## src/rtl/fpdiv_sched.sv

```systemverilog
// fpdiv_sched: one shared sign-magnitude fixed-point divider behind a round-robin
// arbiter. A restoring divider produces one quotient bit per DIV cycle, and only
// one operation is in flight at any time.
//
// state  | meaning
// IDLE   | arbitrate among req; latch the winner's operands
// LOAD   | operands held; zero-divisor check
// DIV    | one restoring-division step per cycle for K cycles
// DONE   | done pulse to the winner; result registers updated
module fpdiv_sched #(
  parameter int Q    = 15,
  parameter int N    = 32,
  parameter int NREQ = 4
) (
  input  logic              clk,
  input  logic              rst,
  input  logic [NREQ-1:0]   req,
  input  logic [NREQ*N-1:0] a_in,
  input  logic [NREQ*N-1:0] b_in,
  output logic [NREQ-1:0]   grant,
  output logic [NREQ-1:0]   done,
  output logic [N-1:0]      c,
  output logic              dz,
  output logic              ovf,
  output logic              busy
);

  localparam int K  = N - 1 + Q;
  localparam int IW = (NREQ > 1) ? $clog2(NREQ) : 1;
  localparam int CW = $clog2(K);

  typedef enum logic [1:0] {
    S_IDLE = 2'd0,
    S_LOAD = 2'd1,
    S_DIV  = 2'd2,
    S_DONE = 2'd3
  } state_t;

  state_t          state_q, state_d;
  logic [NREQ-1:0] grant_q, grant_d;
  logic [NREQ-1:0] done_q, done_d;
  logic [N-1:0]    c_q, c_d;
  logic            dz_q, dz_d;
  logic            ovf_q, ovf_d;
  logic            busy_q, busy_d;
  logic [IW-1:0]   last_q, last_d;
  logic [IW-1:0]   win_q, win_d;
  logic            sign_q, sign_d;
  logic [N-2:0]    dvsr_q, dvsr_d;
  logic [K-1:0]    dvd_q, dvd_d;
  logic [N-2:0]    rem_q, rem_d;
  logic [K-2:0]    quo_q, quo_d;
  logic [CW-1:0]   cnt_q, cnt_d;

  logic            win_found;
  logic [IW-1:0]   win_idx;
  logic [N-1:0]    a_sel;
  logic [N-1:0]    b_sel;
  logic [N-1:0]    rem_sh;
  logic            q_bit;
  logic [N-2:0]    rem_nxt;
  logic [K-1:0]    quo_nxt;
  logic            ovf_calc;
  logic [N-2:0]    mag_calc;
  logic            sign_calc;

  // Round-robin search: first set req bit at or above last_served+1, with wrap.
  always_comb begin : arb_c
    int idx;
    win_found = 1'b0;
    win_idx   = '0;
    idx       = 0;
    for (int off = 0; off < NREQ; off++) begin
      idx = int'(last_q) + 1 + off;
      if (idx >= NREQ) idx = idx - NREQ;
      if (!win_found && req[idx[IW-1:0]]) begin
        win_found = 1'b1;
        win_idx   = idx[IW-1:0];
      end
    end
  end

  assign a_sel = a_in[int'(win_idx)*N +: N];
  assign b_sel = b_in[int'(win_idx)*N +: N];

  // One restoring step; the partial remainder always stays below the divisor,
  // so the subtraction result fits in N-1 bits.
  always_comb begin
    rem_sh = {rem_q, dvd_q[K-1]};
    q_bit  = (rem_sh >= {1'b0, dvsr_q});
    if (q_bit) rem_nxt = rem_sh[N-2:0] - dvsr_q;
    else       rem_nxt = rem_sh[N-2:0];
    quo_nxt   = {quo_q, q_bit};
    ovf_calc  = |quo_nxt[K-1:N-1];
    mag_calc  = ovf_calc ? {(N-1){1'b1}} : quo_nxt[N-2:0];
    sign_calc = sign_q & (mag_calc != '0);
  end

  // Next-state and registered-output logic for the sequencer.
  always_comb begin
    state_d = state_q;
    grant_d = grant_q;
    done_d  = '0;
    c_d     = c_q;
    dz_d    = dz_q;
    ovf_d   = ovf_q;
    busy_d  = busy_q;
    last_d  = last_q;
    win_d   = win_q;
    sign_d  = sign_q;
    dvsr_d  = dvsr_q;
    dvd_d   = dvd_q;
    rem_d   = rem_q;
    quo_d   = quo_q;
    cnt_d   = cnt_q;
    unique case (state_q)
      S_IDLE: begin
        if (win_found) begin
          state_d = S_LOAD;
          busy_d  = 1'b1;
          grant_d = {{(NREQ-1){1'b0}}, 1'b1} << win_idx;
          win_d   = win_idx;
          sign_d  = a_sel[N-1] ^ b_sel[N-1];
          dvsr_d  = b_sel[N-2:0];
          dvd_d   = {a_sel[N-2:0], {Q{1'b0}}};
          rem_d   = '0;
          quo_d   = '0;
        end
      end
      S_LOAD: begin
        if (dvsr_q == '0) begin
          state_d = S_DONE;
          done_d  = grant_q;
          c_d     = {sign_q, {(N-1){1'b1}}};
          dz_d    = 1'b1;
          ovf_d   = 1'b0;
        end else begin
          state_d = S_DIV;
          cnt_d   = CW'(K - 1);
        end
      end
      S_DIV: begin
        rem_d = rem_nxt;
        quo_d = quo_nxt[K-2:0];
        dvd_d = {dvd_q[K-2:0], 1'b0};
        if (cnt_q == '0) begin
          state_d = S_DONE;
          done_d  = grant_q;
          c_d     = {sign_calc, mag_calc};
          dz_d    = 1'b0;
          ovf_d   = ovf_calc;
        end else begin
          cnt_d = cnt_q - 1'b1;
        end
      end
      S_DONE: begin
        state_d = S_IDLE;
        grant_d = '0;
        busy_d  = 1'b0;
        last_d  = win_q;
      end
      default: state_d = S_IDLE;
    endcase
  end

  // State and datapath registers with synchronous active-low reset.
  always_ff @(posedge clk) begin
    if (!rst) begin
      state_q <= S_IDLE;
      grant_q <= '0;
      done_q  <= '0;
      c_q     <= '0;
      dz_q    <= 1'b0;
      ovf_q   <= 1'b0;
      busy_q  <= 1'b0;
      last_q  <= IW'(NREQ - 1);
      win_q   <= '0;
      sign_q  <= 1'b0;
      dvsr_q  <= '0;
      dvd_q   <= '0;
      rem_q   <= '0;
      quo_q   <= '0;
      cnt_q   <= '0;
    end else begin
      state_q <= state_d;
      grant_q <= grant_d;
      done_q  <= done_d;
      c_q     <= c_d;
      dz_q    <= dz_d;
      ovf_q   <= ovf_d;
      busy_q  <= busy_d;
      last_q  <= last_d;
      win_q   <= win_d;
      sign_q  <= sign_d;
      dvsr_q  <= dvsr_d;
      dvd_q   <= dvd_d;
      rem_q   <= rem_d;
      quo_q   <= quo_d;
      cnt_q   <= cnt_d;
    end
  end

  assign grant = grant_q;
  assign done  = done_q;
  assign c     = c_q;
  assign dz    = dz_q;
  assign ovf   = ovf_q;
  assign busy  = busy_q;

endmodule

```

## config.mk

```make
export PLATFORM = sky130hd
export DESIGN_NAME = fpdiv_sched
export DESIGN_NICKNAME = d
export VERILOG_FILES = /design/src/rtl/fpdiv_sched.sv
export SDC_FILE = /design/constraint.sdc
export NUM_CORES = 1
export LEC_CHECK = 0
export BUFFER_PORTS_ARGS = -buffer_cell sky130_fd_sc_hd__buf_2
export CAP_MARGIN = 5
export CORE_MARGIN = 2
export CORE_UTILIZATION = 50
export DETAILED_ROUTE_END_ITERATION = 8
export PLACE_DENSITY = 0.83
export REMOVE_ABC_BUFFERS = 1
export SETUP_SLACK_MARGIN = 0.02
export SYNTH_ARGS = -nofsm -noshare
export SYNTH_HDL_FRONTEND = slang
export SYNTH_SLANG_ARGS = --single-unit
```

## constraint.sdc

```tcl
create_clock -name clk -period 4.9 [get_ports clk]
set_input_delay 0.735 -clock clk [delete_from_list [all_inputs] [get_ports clk]]
set_output_delay 0.735 -clock clk [all_outputs]
set_load 0.05 [all_outputs]
```

* After elaboration in Yosys (flattened, before gate mapping)
Cells that the tools add are included.
** Word-level totals
- Bits in registers :: 209
- Output and inout port bits :: 43
- Word-level logic and storage cells :: 118
- Bits of input ports :: 262
** Operators by class
- Magnitude comparators :: 9
- Shift operators :: 3
- Equality and inequality tests :: 8
- Bitwise gates (word level) :: 2
- Mux-type cells :: 51
- Reduce and logical (&&, ||, !) cells :: 20
- Add/sub/neg operators :: 10
** Operator list (count)
- variable part select 128 x 8 -> 32 bit :: 2
- 2-to-1 mux 31 bit :: 3
- case mux 46 bit (2 select lines) :: 1
- case mux 45 bit (2 select lines) :: 1
- 2-to-1 mux 32 bit :: 2
- case mux 32 bit (2 select lines) :: 1
- case mux 31 bit (2 select lines) :: 1
- 2-to-1 mux 46 bit :: 1
- 2-to-1 mux 45 bit :: 1
- >= comparator 32 x 31 -> 1 bit :: 1
- logical NOT 31 bit :: 1
- nonzero test 31 bit :: 1
- subtractor 31 bit :: 1
- 2-to-1 mux 2 bit :: 10
- case mux 4 bit (2 select lines) :: 2
- OR reduction 15 bit :: 1
- 2-to-1 mux 1 bit :: 14
- >= comparator 4 x 3 -> 1 bit (second input constant) :: 3
- < comparator 2 x 3 -> 1 bit (second input constant) :: 4
- 2-to-1 mux 4 bit :: 3
- 2-to-1 mux 6 bit :: 2
- case mux 6 bit (2 select lines) :: 1
- != test 2 bit (second input constant) :: 5
- adder 3 x 2 -> 4 bit (second input constant) :: 2
- 20 further kinds :: 39

* Depth between registers and ports, before layout
Gate-level depths: netlist (run 1).
- Word-level depth :: 18
- Mapped depth :: 13

* Worst setup path after synthesis (run 1)
OpenSTA, ideal clock, no wires.
- Path type :: register to register
- Start point :: register dvsr_q[25]
- End point :: register c_q[31], in the netlist c[31]
- Path slack :: 2213 ps
- Clock period less this slack :: 2687 ps
- Required time :: 4780 ps
- Arrival time :: 2566 ps
- Stages on the path, launching flop included :: 13
- Cell sequence :: dfxtp_1 > inv_1 > ha_1 > buf_6 > a21o_1 > a21o_1 > a211oi_2 > o21ai_2 > a2111oi_4 > nand2_4 > buf_6 > o211ai_2 > a21boi_1
** Between the ends
- Cells in the longest elaborated chain, start to end :: 6
** Ends and longest elaborated chain
- start: declaration :: line 49 : logic [N-2:0] dvsr_q, dvsr_d;
- start signal: assignment :: line 195 : dvsr_q <= dvsr_d;
- >= comparator 32 x 31 -> 1 bit :: line 90 : q_bit = (rem_sh >= {1'b0, dvsr_q});
- 2-to-1 mux 31 bit :: line 95 : mag_calc = ovf_calc ? {(N-1){1'b1}} : quo_nxt[N-2:0];
- nonzero test 31 bit :: line 96 : sign_calc = sign_q & (mag_calc != '0);
- AND 1 bit :: line 96
- 2-to-1 mux 32 bit :: line 146 : if (cnt_q == '0) begin
- case mux 32 bit (2 select lines) :: line 116 : unique case (state_q)
- end signal: assignment :: line 172 : c_q <= '0;
- end signal: assignment :: line 188 : c_q <= c_d;
- end: declaration :: line 42 : logic [N-1:0] c_q, c_d;
Several ways; a longest one is shown, not always the timed one. The select of a mux whose other input is x is not followed.
A chain may end at the register's enable or synchronous reset.

* Worst setup path after layout (run 1)
- Start point :: register state_q[1]
- End point :: register c_q[2], in the netlist c[2]
** Between the ends
- Cells in the longest elaborated chain, start to end :: 3
** Ends and longest elaborated chain
- start: declaration :: line 39 : state_t state_q, state_d;
- start signal: assignment :: line 185 : state_q <= state_d;
- equality test 2 x 1 -> 1 bit or equality test 2 bit (tied branches) :: line 116
- != test 2 bit (no line) or nonzero test 2 bit (tied branches)
- AND reduction 3 bit (no line)
Several ways; a longest one is shown, not always the timed one.

==> metrics.log, run 1 <==
INFO  metric status = complete, no violations
INFO  metric finalWorstPathRequiredPeriod = 3.29 ns
INFO  metric critical-path-top-delay-family = simple AND/OR/NAND/NOR gates
INFO  metric postRouteWirelength = 33400 µm
INFO  metric filler_cell_count = 1997
INFO  metric cellLeakagePower = 6.28 nW
INFO  metric fin_tns_setup = 0 ns
INFO  metric yosys_register_bits = 194
INFO  metric worst_clock_skew = 0.0115 ns
INFO  metric syn_area_per_cell = 7.60 µm²
INFO  metric register_clock_pin_slew_on_the_reported_worst_setup_and_hold_paths = 0.08 ns
INFO  metric report.final.hold_viol_count = 0
INFO  metric fin_crit_sh = 67.1%
INFO  metric starting_density_of_the_core = 50.6%
INFO  metric synth.largest_area_cell = sky130_fd_sc_hd__dfxtp_1
INFO  metric gpl.final_weighted_congestion = 0.989
INFO  metric detail_route.drc_violations = 0
INFO  metric crit_path_cell_trace = inv_1 -> ha_1 -> nor4b_1 -> nand4_1 -> o21ai_0 -> nand3_1 -> o221a_2
INFO  metric numPlacedInstances = 1980
INFO  metric syn_to_final_growth = 19.7%
INFO  metric number_of_buffers_created_by_cts = 17
INFO  metric die_y = 155 µm
INFO  metric drv_slew = 0
INFO  metric slew_headroom = 15.2%
INFO  metric syn_inst = 1494
INFO  metric synth_sequential_area_ratio = 34.2%
INFO  metric synth.top_cells.by_area = sky130_fd_sc_hd__dfxtp_1, sky130_fd_sc_hd__nand2_1, sky130_fd_sc_hd__nand3_1
INFO  metric max_cap_violations = 0
INFO  metric fp-row-count = 55
INFO  metric vdd_ir_drop_max = 0.305 mV
INFO  metric cts.hold.buffers_added = 0
INFO  metric clock_latency = 0.44 ns
INFO  metric cts_num_sinks = 194
INFO  metric io_buffers = 304
INFO  metric layout_cells_sized_above_1 = 23.0%
INFO  metric cts_root_buf = sky130_fd_sc_hd__clkbuf_16
INFO  metric grt_pass1_vias = 10900
INFO  metric post_cts_buffers = 0
INFO  metric cts_max_level = 4
INFO  metric drt-vias-per-instance = 5.79
INFO  metric p_per_area = 514 mW/mm²
INFO  metric async_flop_share = 0%
INFO  metric cpMaxStageDelayCell = sky130_fd_sc_hd__nand3_1
INFO  metric dominantRegCellSynth = sky130_fd_sc_hd__dfxtp_1
INFO  metric clock.fmax = 304 MHz
INFO  metric worst_hold_path_type = register to register
INFO  metric tightestPinTransition = 1.27 ns
INFO  metric grt_pass1_wl = 53700 µm
INFO  metric synth_enable_flop_cells = 0
INFO  metric critical_path_peak_fanout = 29
INFO  metric synth_top_area_share = 34.2%
INFO  metric cts-root-to-sink-buffers = 2
INFO  metric grt_remaining_overflow = 0
INFO  metric dr.first_iter.drc_count = 903
INFO  metric dp_hpwl = 24000 µm
INFO  metric detail_route.first_pass.iterations = 8
INFO  metric antenna_found_initial = 4
INFO  metric grt_start_max_net_pins = 103
INFO  metric stdcell_count = 2016
INFO  metric fp.dieArea = 0.0239 mm²
INFO  metric required = 5.23 ns
INFO  metric critical_path.endpoint_type = register
INFO  metric final_util = 60.6%
INFO  metric critical_path_arrival = 3.61 ns
INFO  metric rsz0062_at_grt = no
INFO  metric critical_path_buf_inv_count = 1
INFO  metric critical-path-max-stage-delay = 0.86 ns
INFO  metric antenna_violating_nets_post_route = 0
INFO  metric synth-warning-count = 0
INFO  metric globalRouteTotalUtil = 27.5%
INFO  metric chipWidth = 155 µm
INFO  metric ctsResizeCount = 0
INFO  metric critPathKind = register to register
INFO  metric setup.worst_path.start_class = register
INFO  metric setup_viol = 0
INFO  metric netlist-cell-type-count = 62
INFO  metric io-pin-count = 305
INFO  metric post_synth_instance_area = 0.0114 mm²
INFO  metric avgRoutedWirePerCell = 16.6 µm
INFO  metric nets = 2014
INFO  metric total_number_of_vias = 11700
INFO  metric cts_tree = yes
INFO  metric placeableCoreArea = 0.0224 mm²
flip-flops by register name, indices dropped and copies added (netlist names), 2 cells and up:
signal	count
win_q	2
cnt_q	6
last_q	2
rem_q	31
c	32
dvsr_q	31
dvd_q	31
grant	4
done	4
state_q	2
quo_q	45
path summary, 6_finish.rpt:
kind	cells past startpoint	endpoint	from	slack (ns)
max reg2reg	7	c[2]$_SDFFE_PN0P_	state_q[1]$_SDFFE_PN0P_	1.61
min reg2reg	2	last_q[1]$_SDFFE_PN1P_	win_q[1]$_SDFFE_PN0P_	0.48
min	2	last_q[1]$_SDFFE_PN1P_	win_q[1]$_SDFFE_PN0P_	0.48
max	7	c[2]$_SDFFE_PN0P_	state_q[1]$_SDFFE_PN0P_	1.61
cell families (layout without fill, tap and decap cells):
logic type	Yosys count	count (layout)	synth area share, %
AOI/OAI and AO/OA	374	374	24.6
xor gates and xnor gates	27	27	2.08
adders and majority gates	38	38	4.25
buffers and inverters	163	396	5.66
DFF	194	194	34.2
muxes	24	24	2.12
other	0	4	0
and+or+nand+nor	674	674	27.1
per-stage QoR:
| step | worst slack [ns] | instance area [µm²] | power, W | hold WS (ns) |
|---|---|---|---|---|
| after floorplan | -2.41 | 10900 | 0.00456 | 0.443 |
| after global placement | 1.67 | 12900 | 0.00541 | 0.453 |
| after detailed placement | 1.59 | 12900 | 0.00547 | 0.460 |
| after CTS | 1.62 | 13600 | 0.00697 | 0.480 |
| after global routing | 1.38 | 13600 | 0.00745 | 0.496 |
| final | 1.61 | 13600 | 0.00698 | 0.479 |
report_power, final:
group	leakage [nW]	total, W	switching, W	internal, W
Clock	0.311	0.00149	0.000729	0.000757
Sequential	1.58	0.00216	0.000242	0.00191
Combinational	4.38	0.00334	0.00219	0.00115
Total	6.28	0.00698	0.00316	0.00382
layer usage:
layer / part of all wire, % / global-route usage, % / vias to the layer above
met5: 0 / 0 / -
met4: 3.4 / 11.8 / 0
met3: 6.1 / 5.04 / 70
met2: 48 / 47.5 / 465
met1: 42 / 33.7 / 5371
li1: - / - / 5757
synthesized netlist by cell type, drive strengths merged (33+ instances only):
cell    instances
nand2         381
dfxtp         194
nand3         104
clkbuf         90
a21oi          71
nor2b          57
o21ai          55
a22oi          46
inv            46
ha             37
o211a          37
a21boi         34
and3           33
placed cells by master, fill, tap and decap left out, drive strengths merged, types with 3 or more instances in the layout:
master  count
a211oi      5
a21boi     34
a21o       16
a21oi      71
a22oi      46
a311oi     30
a31oi       7
a32oi      13
and2       12
and3       33
buf       318
clkbuf     17
clkinv      7
dfxtp     194
diode       4
ha         37
inv        53
mux2i      24
nand2     381
nand2b     10
nand3     104
nand4      13
nor2       27
nor2b      57
nor3        9
nor4       20
o211a      37
o211ai      6
o21a        6
o21ai      55
o21bai      3
o221a      30
o22ai       3
xnor2      13
xor2       14
worst register-to-register path, delay by kind of cell, from the launching register on:
kind                     cells  cell delay (ns)
AND/OR/NAND/NOR              3             1.46
adder cells (fa/ha/maj)      1             0.22
flip-flops                   1             0.36
buffers and inverters        1             0.12
AO/OA/AOI/OAI                2             1.02
final cells by class:
cell class / count / area, µm² / share of cell area, %
sequential: 194 / 3880 / 28.6
antenna: 4 / 10.0 / 0.0737
clock inverter: 15 / 223 / 1.64
tap: 285 / 357 / 2.62
inverter: 46 / 173 / 1.27
multi-input combinational: 1137 / 6890 / 50.7
clock buffer: 17 / 425 / 3.13
timing repair buffer: 318 / 1630 / 12.0
Power figures use the tool's default switching activity.
==> inputs of run 2 (changes only) <==
--- a/config.mk
+++ b/config.mk
@@ -8,9 +8,9 @@
 export BUFFER_PORTS_ARGS = -buffer_cell sky130_fd_sc_hd__buf_2
 export CAP_MARGIN = 5
 export CORE_MARGIN = 2
-export CORE_UTILIZATION = 50
+export CORE_UTILIZATION = 48
 export DETAILED_ROUTE_END_ITERATION = 8
-export PLACE_DENSITY = 0.83
+export PLACE_DENSITY = 0.84
 export REMOVE_ABC_BUFFERS = 1
 export SETUP_SLACK_MARGIN = 0.02
 export SYNTH_ARGS = -nofsm -noshare
==> constraint.sdc (replaced) <==
create_clock -name clk -period 2.6 [get_ports clk]
set_input_delay 0.39 -clock clk [delete_from_list [all_inputs] [get_ports clk]]
set_output_delay 0.39 -clock clk [all_outputs]
set_load 0.05 [all_outputs]
==> metrics.log, run 2 (synthesis results as in run 1) <==
INFO  metric status = complete, but fails checks
INFO  metric failing_checks = design-rule violations
INFO  metric vdd_ir_drop_max = 0.697 mV (+130%)
INFO  metric worst_hold_path_type = input pin to register
INFO  metric layout_cells_sized_above_1 = 30.3% (+7.3 points)
INFO  metric grt_start_max_net_pins = 62 (-40%)
INFO  metric dp_hpwl = 25400 µm (+6.1%)
INFO  metric tightestPinTransition = 0.595 ns (-0.677 ns)
INFO  metric total_number_of_vias = 12200 (+4.3%)
INFO  metric io_buffers = 304 (unchanged)
INFO  metric detail_route.drc_violations = 2 (+2)
INFO  metric seqPwrFrac = 28.8% (-2.1 points)
INFO  metric drt-vias-per-instance = 5.69 (-1.6%)
INFO  metric fin_tns_setup = 0 ns (unchanged)
INFO  metric cts.hold.buffers_added = 0 (unchanged)
INFO  metric report.final.hold_viol_count = 0 (unchanged)
INFO  metric slew_headroom = 60.3% (+45 points)
INFO  metric antenna_found_initial = 5 (+1)
INFO  metric grt_pass1_vias = 11500 (+5.7%)
INFO  metric register_clock_pin_slew_on_the_reported_worst_setup_and_hold_paths = 0.08 ns (about the same)
INFO  metric grt_pass1_wl = 55700 µm (+3.7%)
INFO  metric finalWorstPathRequiredPeriod = 2.52 ns (-0.770 ns)
INFO  metric fp.dieArea = 0.0249 mm² (+4.1%)
INFO  metric fp-row-count = 56 (+1.8%)
INFO  metric chipWidth = 158 µm (+2.0%)
INFO  metric gpl.final_weighted_congestion = 0.927 (-6.2%)
INFO  metric regMostFlops = quo_q
INFO  metric p_per_area = 953 mW/mm² (+86%)
INFO  metric critical-path-max-stage-delay = 0.35 ns (-0.51 ns)
INFO  metric cellLeakagePower = 6.74 nW (+7.3%)
INFO  metric clock_latency = 0.44 ns (about the same)
INFO  metric syn_to_final_growth = 29.3%
INFO  metric cp_common_cell = sky130_fd_sc_hd__buf_4
INFO  metric drv_slew = 0 (unchanged)
INFO  metric worst-r2r-setup-slack = 0.08 ns (-1.53 ns)
INFO  metric number_of_buffers_created_by_cts = 17 (unchanged)
INFO  metric cts_tree = yes
INFO  metric critical_path_peak_fanout = 12 (-59%)
INFO  metric cts_max_level = 4 (unchanged)
INFO  metric io-pin-count = 305 (unchanged)
INFO  metric critical_path.endpoint_type = register
INFO  metric power_frac_comb = 52.2% (+4.4 points)
INFO  metric cts_num_sinks = 194 (unchanged)
INFO  metric globalRouteTotalUtil = 27.6% (+0.14 points)
INFO  metric largest_reg_flops = 45 (unchanged)
INFO  metric clock.fmax = 397 MHz (+31%)
INFO  metric avgRoutedWirePerCell = 16.4 µm (-0.73%)
INFO  metric postRouteWirelength = 35100 µm (+5.2%)
INFO  metric power.share.clock = 19.0% (-2.3 points)
INFO  metric dr.first_iter.drc_count = 898 (-0.55%)
INFO  metric placeableCoreArea = 0.0233 mm² (+4.0%)
INFO  metric setup_viol = 0 (unchanged)
INFO  metric cts_root_buf = sky130_fd_sc_hd__clkbuf_16
INFO  metric die_y = 158 µm (+2.0%)
INFO  metric critical_path_buf_inv_count = 5 (+4)
INFO  metric numPlacedInstances = 2087 (+5.4%)
INFO  metric antenna_violating_nets_post_route = 0 (unchanged)
INFO  metric max_cap_violations = 0 (unchanged)
INFO  metric cpMaxStageDelayCell = sky130_fd_sc_hd__dfxtp_2
INFO  metric starting_density_of_the_core = 48.7% (-1.9 points)
INFO  metric grt_remaining_overflow = 0 (unchanged)
INFO  metric sw_frac_of_total = 44.3% (-0.94 points)
INFO  metric critical_path_arrival = 2.84 ns (-0.77 ns)
INFO  metric switching_power = 0.00620 W (+96%)
INFO  metric detail_route.first_pass.iterations = 8 (unchanged)
INFO  metric cts-root-to-sink-buffers = 2 (unchanged)
INFO  metric rsz0062_at_grt = yes
INFO  metric crit_path_cell_trace = inv_2 -> ha_4 -> buf_6 -> nand4_1 -> nor4_2 -> buf_4 -> and4_4 -> a2111oi_4 -> buf_4 -> nand2_4 -> buf_12 -> mux2i_4 -> o21ai_1
INFO  metric commonest_cells_after_routing_fill_and_taps_aside = sky130_fd_sc_hd__nand2_1, sky130_fd_sc_hd__buf_2, sky130_fd_sc_hd__dfxtp_1
INFO  metric fin_crit_sh = 96.8% (+30 points)
INFO  metric critical-path-top-delay-family = simple AND/OR/NAND/NOR gates
INFO  metric setup.worst_path.start_class = register
INFO  metric internal-power = 0.00779 W (+100%)
INFO  metric nets = 2100 (+4.3%)
INFO  metric stdcell_count = 2137 (+6.0%)
INFO  metric final_common_cell = sky130_fd_sc_hd__nand2_1
INFO  metric required = 2.92 ns (-2.31 ns)
INFO  metric critPathKind = register to register
INFO  metric worst_clock_skew = 0.0122 ns (+0.000744 ns)
[run 2: cell types whose count changed in the layout (fill, tap and decap cells not counted), moves of 11 or more]
cell / change
sky130_fd_sc_hd__buf_4: +73
sky130_fd_sc_hd__ha_1: -18
sky130_fd_sc_hd__dfxtp_1: -17
sky130_fd_sc_hd__dfxtp_2: +16
sky130_fd_sc_hd__ha_4: +11
[run 2: worst paths after layout]
| path | start | endpoint | cells past startpoint |
|---|---|---|---|
| hold reg to reg | rem_q[16]$_SDFFE_PN0P_ | rem_q[16]$_SDFFE_PN0P_ | 2 |
| setup / recovery | dvsr_q[21]$_SDFFE_PN0P_ | rem_q[9]$_SDFFE_PN0P_ | 13 |
| setup reg to reg | dvsr_q[21]$_SDFFE_PN0P_ | rem_q[9]$_SDFFE_PN0P_ | 13 |
| hold / removal | b_in[73] | dvsr_q[9]$_SDFFE_PN0P_ | 5 |
[run 2: power groups by stage]
stage | combinational (W) | clock [W] | sequential [W]
floorplan | 0.00405 | 0 | 0.00454
global placement | 0.00675 | 0 | 0.00404
detailed placement | 0.00687 | 0 | 0.00408
CTS | 0.00696 | 0.00269 | 0.00401
global route | 0.00798 | 0.00281 | 0.00411
finish | 0.00731 | 0.00265 | 0.00403
[run 2: routing by layer]
layer	part of all wire (%)	vias up	track usage, %	wire length, µm
li1	-	5923	-	-
met1	42	5651	34.1	14900
met2	48	510	47.1	16800
met3	6.2	80	4.54	2170
met4	3.7	0	12.9	1300
met5	0	-	0	0
[run 2: area by class of cell]
cell class	count	area, µm²
sequential	194	3910
fill	1990	8650
tap	319	399
clock buffer	17	425
antenna	5	12.5
multi-input combinational	1138	7200
clock inverter	15	180
inverter	46	173
timing repair buffer	403	2390
[run 2: repair_timing]
action / 4_1_cts / 5_1_grt
resized for setup: 9 / 72
pin swaps: 6 / 29
hold endpoints to repair: 0 / 0
setup buffers: 1 / 11
setup endpoints to repair: 34 / 34
cloned: 1 / 0
[run 2: worst min-delay path, cell delays in order]
cell,delay [ns]
sky130_fd_sc_hd__buf_2,0.10
sky130_fd_sc_hd__nand2_1,0.05
sky130_fd_sc_hd__nand3_1,0.07
sky130_fd_sc_hd__nand3_1,0.07
sky130_fd_sc_hd__a21boi_0,0.06
[run 2: through the flow]
step	total power [W]	setup WS [ns]	util, %	area [µm²]	hold slack (ns)
2_1_floorplan	0.00859	-4.37	-	10900	0.443
3_3_place_gp	0.0108	-0.0354	58.4	13600	0.454
3_5_place_dp	0.0109	-0.177	58.4	13600	0.470
4_1_cts	0.0137	0.0203	61.2	14300	0.336
5_1_grt	0.0149	-0.0335	62.9	14700	0.357
6_report	0.0140	0.0839	62.9	14700	0.343
==> inputs of run 3 (changes only) <==
--- a/config.mk
+++ b/config.mk
@@ -5,13 +5,13 @@
 export SDC_FILE = /design/constraint.sdc
 export NUM_CORES = 1
 export LEC_CHECK = 0
+export ABC_CLOCK_PERIOD_IN_PS = 2600
 export BUFFER_PORTS_ARGS = -buffer_cell sky130_fd_sc_hd__buf_2
 export CAP_MARGIN = 5
 export CORE_MARGIN = 2
 export CORE_UTILIZATION = 48
 export DETAILED_ROUTE_END_ITERATION = 8
 export PLACE_DENSITY = 0.84
-export REMOVE_ABC_BUFFERS = 1
 export SETUP_SLACK_MARGIN = 0.02
 export SYNTH_ARGS = -nofsm -noshare
 export SYNTH_HDL_FRONTEND = slang
==> metrics.log, run 3 (synthesis results as in run 1) <==
INFO  metric status = complete, but fails checks
INFO  metric failing_checks = design-rule violations, negative setup slack
INFO  metric final_util = 63.6% (+0.66 points)
INFO  metric filler_cell_count = 1983 (-0.35%)
INFO  metric starting_density_of_the_core = 48.7% (unchanged)
INFO  metric post-layout-total-power = 0.0142 W (+1.5%)
INFO  metric largest_reg_flops = 45 (unchanged)
INFO  metric detail_route_met3_wl = 2200 µm (+1.4%)
INFO  metric clock_latency = 0.45 ns (about the same)
INFO  metric syn_to_final_growth = 30.7%
INFO  metric detail_route.first_pass.iterations = 7 (-1)
INFO  metric number_of_buffers_created_by_cts = 17 (unchanged)
INFO  metric critical_path_peak_fanout = 6 (-6)
INFO  metric detail_route.drc_violations = 2 (unchanged)
INFO  metric cts_max_level = 4 (unchanged)
INFO  metric fin_crit_sh = 100% (+3.2 points)
INFO  metric antenna_violating_nets_post_route = 0 (unchanged)
INFO  metric dr.first_iter.drc_count = 995 (+11%)
INFO  metric worst_hold_path_type = input pin to register
INFO  metric cts.hold.buffers_added = 0 (unchanged)
INFO  metric startpoint_of_the_most_critical_hold_path = rst
INFO  metric cts_tree = yes
INFO  metric grt_start_max_net_pins = 126 (+100%)
INFO  metric seqPwrFrac = 28.3% (-0.5 points)
INFO  metric cts_num_sinks = 194 (unchanged)
INFO  metric avgRoutedWirePerCell = 16.9 µm (+2.7%)
INFO  metric worst-r2r-setup-slack = -0.00004 ns (-0.08 ns)
INFO  metric placeableCoreArea = 0.0233 mm² (unchanged)
INFO  metric fin_tns_setup = -0.0000375 ns (-0.0000375 ns)
INFO  metric top_routing_layer_used = met4
INFO  metric drt-vias-per-instance = 5.76 (+1.2%)
INFO  metric grt_pass1_wl = 56500 µm (+1.4%)
INFO  metric commonest_cells_after_routing_fill_and_taps_aside = sky130_fd_sc_hd__nand2_1, sky130_fd_sc_hd__buf_2, sky130_fd_sc_hd__dfxtp_1
INFO  metric internal-power = 0.00788 W (+1.1%)
INFO  metric p_per_area = 958 mW/mm² (+0.48%)
INFO  metric timing.final.ws_setup = -0.0000375 ns (-0.0840 ns)
INFO  metric drv_slew = 0 (unchanged)
INFO  metric grt_pass1_vias = 11700 (+1.8%)
INFO  metric io-pin-count = 305 (unchanged)
INFO  metric grt_remaining_overflow = 0 (unchanged)
INFO  metric finalWorstPathRequiredPeriod = 2.60 ns (+0.0840 ns)
INFO  metric dp_hpwl = 26100 µm (+2.6%)
INFO  metric critPathKind = register to register
INFO  metric cellLeakagePower = 6.82 nW (+1.2%)
INFO  metric gpl.final_weighted_congestion = 0.945 (+1.9%)
INFO  metric slew_headroom = 31.7% (-29 points)
INFO  metric die_y = 158 µm (unchanged)
INFO  metric sequential_cell_area = 0.00390 mm² (-0.13%)
INFO  metric antenna_cells = 0 (-5)
INFO  metric fp.dieArea = 0.0249 mm² (unchanged)
INFO  metric synth_fp_nets = 1794
INFO  metric min_delay_worst_endpoint = last_q[0]$_SDFFE_PN1P_
INFO  metric cts-root-to-sink-buffers = 2 (unchanged)
INFO  metric report.final.hold_viol_count = 0 (unchanged)
INFO  metric power.share.clock = 19.1% (about the same)
INFO  metric io_buffers = 304 (unchanged)
INFO  metric layout_cells_sized_above_1 = 30.3% (about the same)
INFO  metric postRouteWirelength = 36100 µm (+2.7%)
INFO  metric nets = 2105 (+0.24%)
INFO  metric vdd_ir_drop_max = 0.538 mV (-23%)
INFO  metric setup.worst_path.start_class = register
INFO  metric sw_frac_of_total = 44.5% (+0.22 points)
INFO  metric cts_root_buf = sky130_fd_sc_hd__clkbuf_16
INFO  metric reg2reg_to = rem_q[11]$_SDFFE_PN0P_
INFO  metric timing.hold.worst_path_depth = 2 (-3)
INFO  metric required = 2.93 ns (about the same)
INFO  metric switching_power = 0.00633 W (+2.0%)
INFO  metric max_cap_violations = 0 (unchanged)
INFO  metric register_to_register_path_depth = 12 (-1)
INFO  metric power_frac_comb = 52.6% (+0.4 points)
INFO  metric multiInputGateArea = 0.00726 mm² (+0.96%)
INFO  metric worst_clock_skew = 0.0135 ns (+0.00128 ns)
INFO  metric total_number_of_vias = 12300 (+1.2%)
INFO  metric chipWidth = 158 µm (unchanged)
INFO  metric antenna_found_initial = 0 (-5)
INFO  metric setup_viol = 1 (+1)
INFO  metric m1WireLength = 14800 µm (-0.91%)
INFO  metric rsz0062_at_grt = yes
INFO  metric globalRouteTotalUtil = 28.2% (+0.56 points)
INFO  metric final_common_cell = sky130_fd_sc_hd__nand2_1
INFO  metric clock.fmax = 385 MHz (-3.2%)
INFO  metric register_clock_pin_slew_on_the_reported_worst_setup_and_hold_paths = 0.08 ns (about the same)
INFO  metric rr_startpoint = dvsr_q[11]$_SDFFE_PN0P_
INFO  metric tightestPinTransition = 1.02 ns (+0.428 ns)
INFO  metric regMostFlops = quo_q
INFO  metric critical_path.endpoint_type = register
INFO  metric fp-row-count = 56 (unchanged)
INFO  metric critical_path_arrival = 2.93 ns (+0.09 ns)
INFO  metric detailroute.wirelength.met2 = 17700 µm (+5.5%)
[run 3: cell type report]
type                       count  area share [%]
clock buffer                  17            2.87
clock inverter                15            1.36
inverter                      46            1.16
multi-input combinational   1138            49.0
sequential                   194            26.3
tap                          319            2.69
timing repair buffer         408            16.7
[run 3: per-stage QoR]
step           instances  area, µm²  hold WS (ns)  setup slack, ns
6_report            2137      14800         0.314       -0.0000375
3_3_place_gp        2094      13700         0.452          0.00102
4_1_cts             2129      14400         0.298           0.0258
5_1_grt             2137      14800         0.323          -0.0728
3_5_place_dp        2094      13700         0.463          -0.0670
2_1_floorplan       1494      11400         0.443           0.0223
[run 3: critical path, stage by stage, from the launching register on]
cell and delay (ns):
sky130_fd_sc_hd__dfxtp_2 0.35, sky130_fd_sc_hd__inv_1 0.07, sky130_fd_sc_hd__ha_4 0.23, sky130_fd_sc_hd__a21o_1 0.19, sky130_fd_sc_hd__a21o_1 0.19, sky130_fd_sc_hd__a21oi_2 0.15, sky130_fd_sc_hd__o21ai_2 0.08, sky130_fd_sc_hd__a221o_1 0.38
sky130_fd_sc_hd__o21ai_4 0.28, sky130_fd_sc_hd__nand2_8 0.13, sky130_fd_sc_hd__buf_12 0.17, sky130_fd_sc_hd__mux2i_2 0.20, sky130_fd_sc_hd__o21ai_1 0.08
[run 3: power by group through the flow]
stage | clock [W] | sequential, W | combinational [W]
2_1_floorplan | 0 | 0.00455 | 0.00423
3_3_place_gp | 0 | 0.00405 | 0.00689
3_5_place_dp | 0 | 0.00407 | 0.00700
4_1_cts | 0.00275 | 0.00401 | 0.00709
5_1_grt | 0.00288 | 0.00410 | 0.00814
6_report | 0.00271 | 0.00403 | 0.00747
[run 3: what timing repair did]
item,in CTS,in global routing
endpoints found under the setup margin,33,59
cloned,1,2
setup buffers,2,6
pin swaps,6,27
resized for setup,6,70
[run 3: layer usage]
metal | vias to the layer above | global-route usage, %
met3 | 102 | 5.20
met4 | 0 | 12.3
met2 | 507 | 47.6
met5 | - | 0
met1 | 5780 | 35.1
li1 | 5920 | -
[run 3: how the worst max path moves through the flow]
stage	start	end	cells after the start
2_1_floorplan	dvsr_q[26]$_SDFFE_PN0P_	c[31]$_SDFFE_PN0P_	12
3_3_place_gp	dvsr_q[2]$_SDFFE_PN0P_	rem_q[0]$_SDFFE_PN0P_	12
3_5_place_dp	dvsr_q[2]$_SDFFE_PN0P_	rem_q[0]$_SDFFE_PN0P_	12
4_1_cts	dvsr_q[11]$_SDFFE_PN0P_	rem_q[22]$_SDFFE_PN0P_	12
5_1_grt	dvsr_q[11]$_SDFFE_PN0P_	rem_q[11]$_SDFFE_PN0P_	12
6_report	dvsr_q[11]$_SDFFE_PN0P_	rem_q[11]$_SDFFE_PN0P_	12
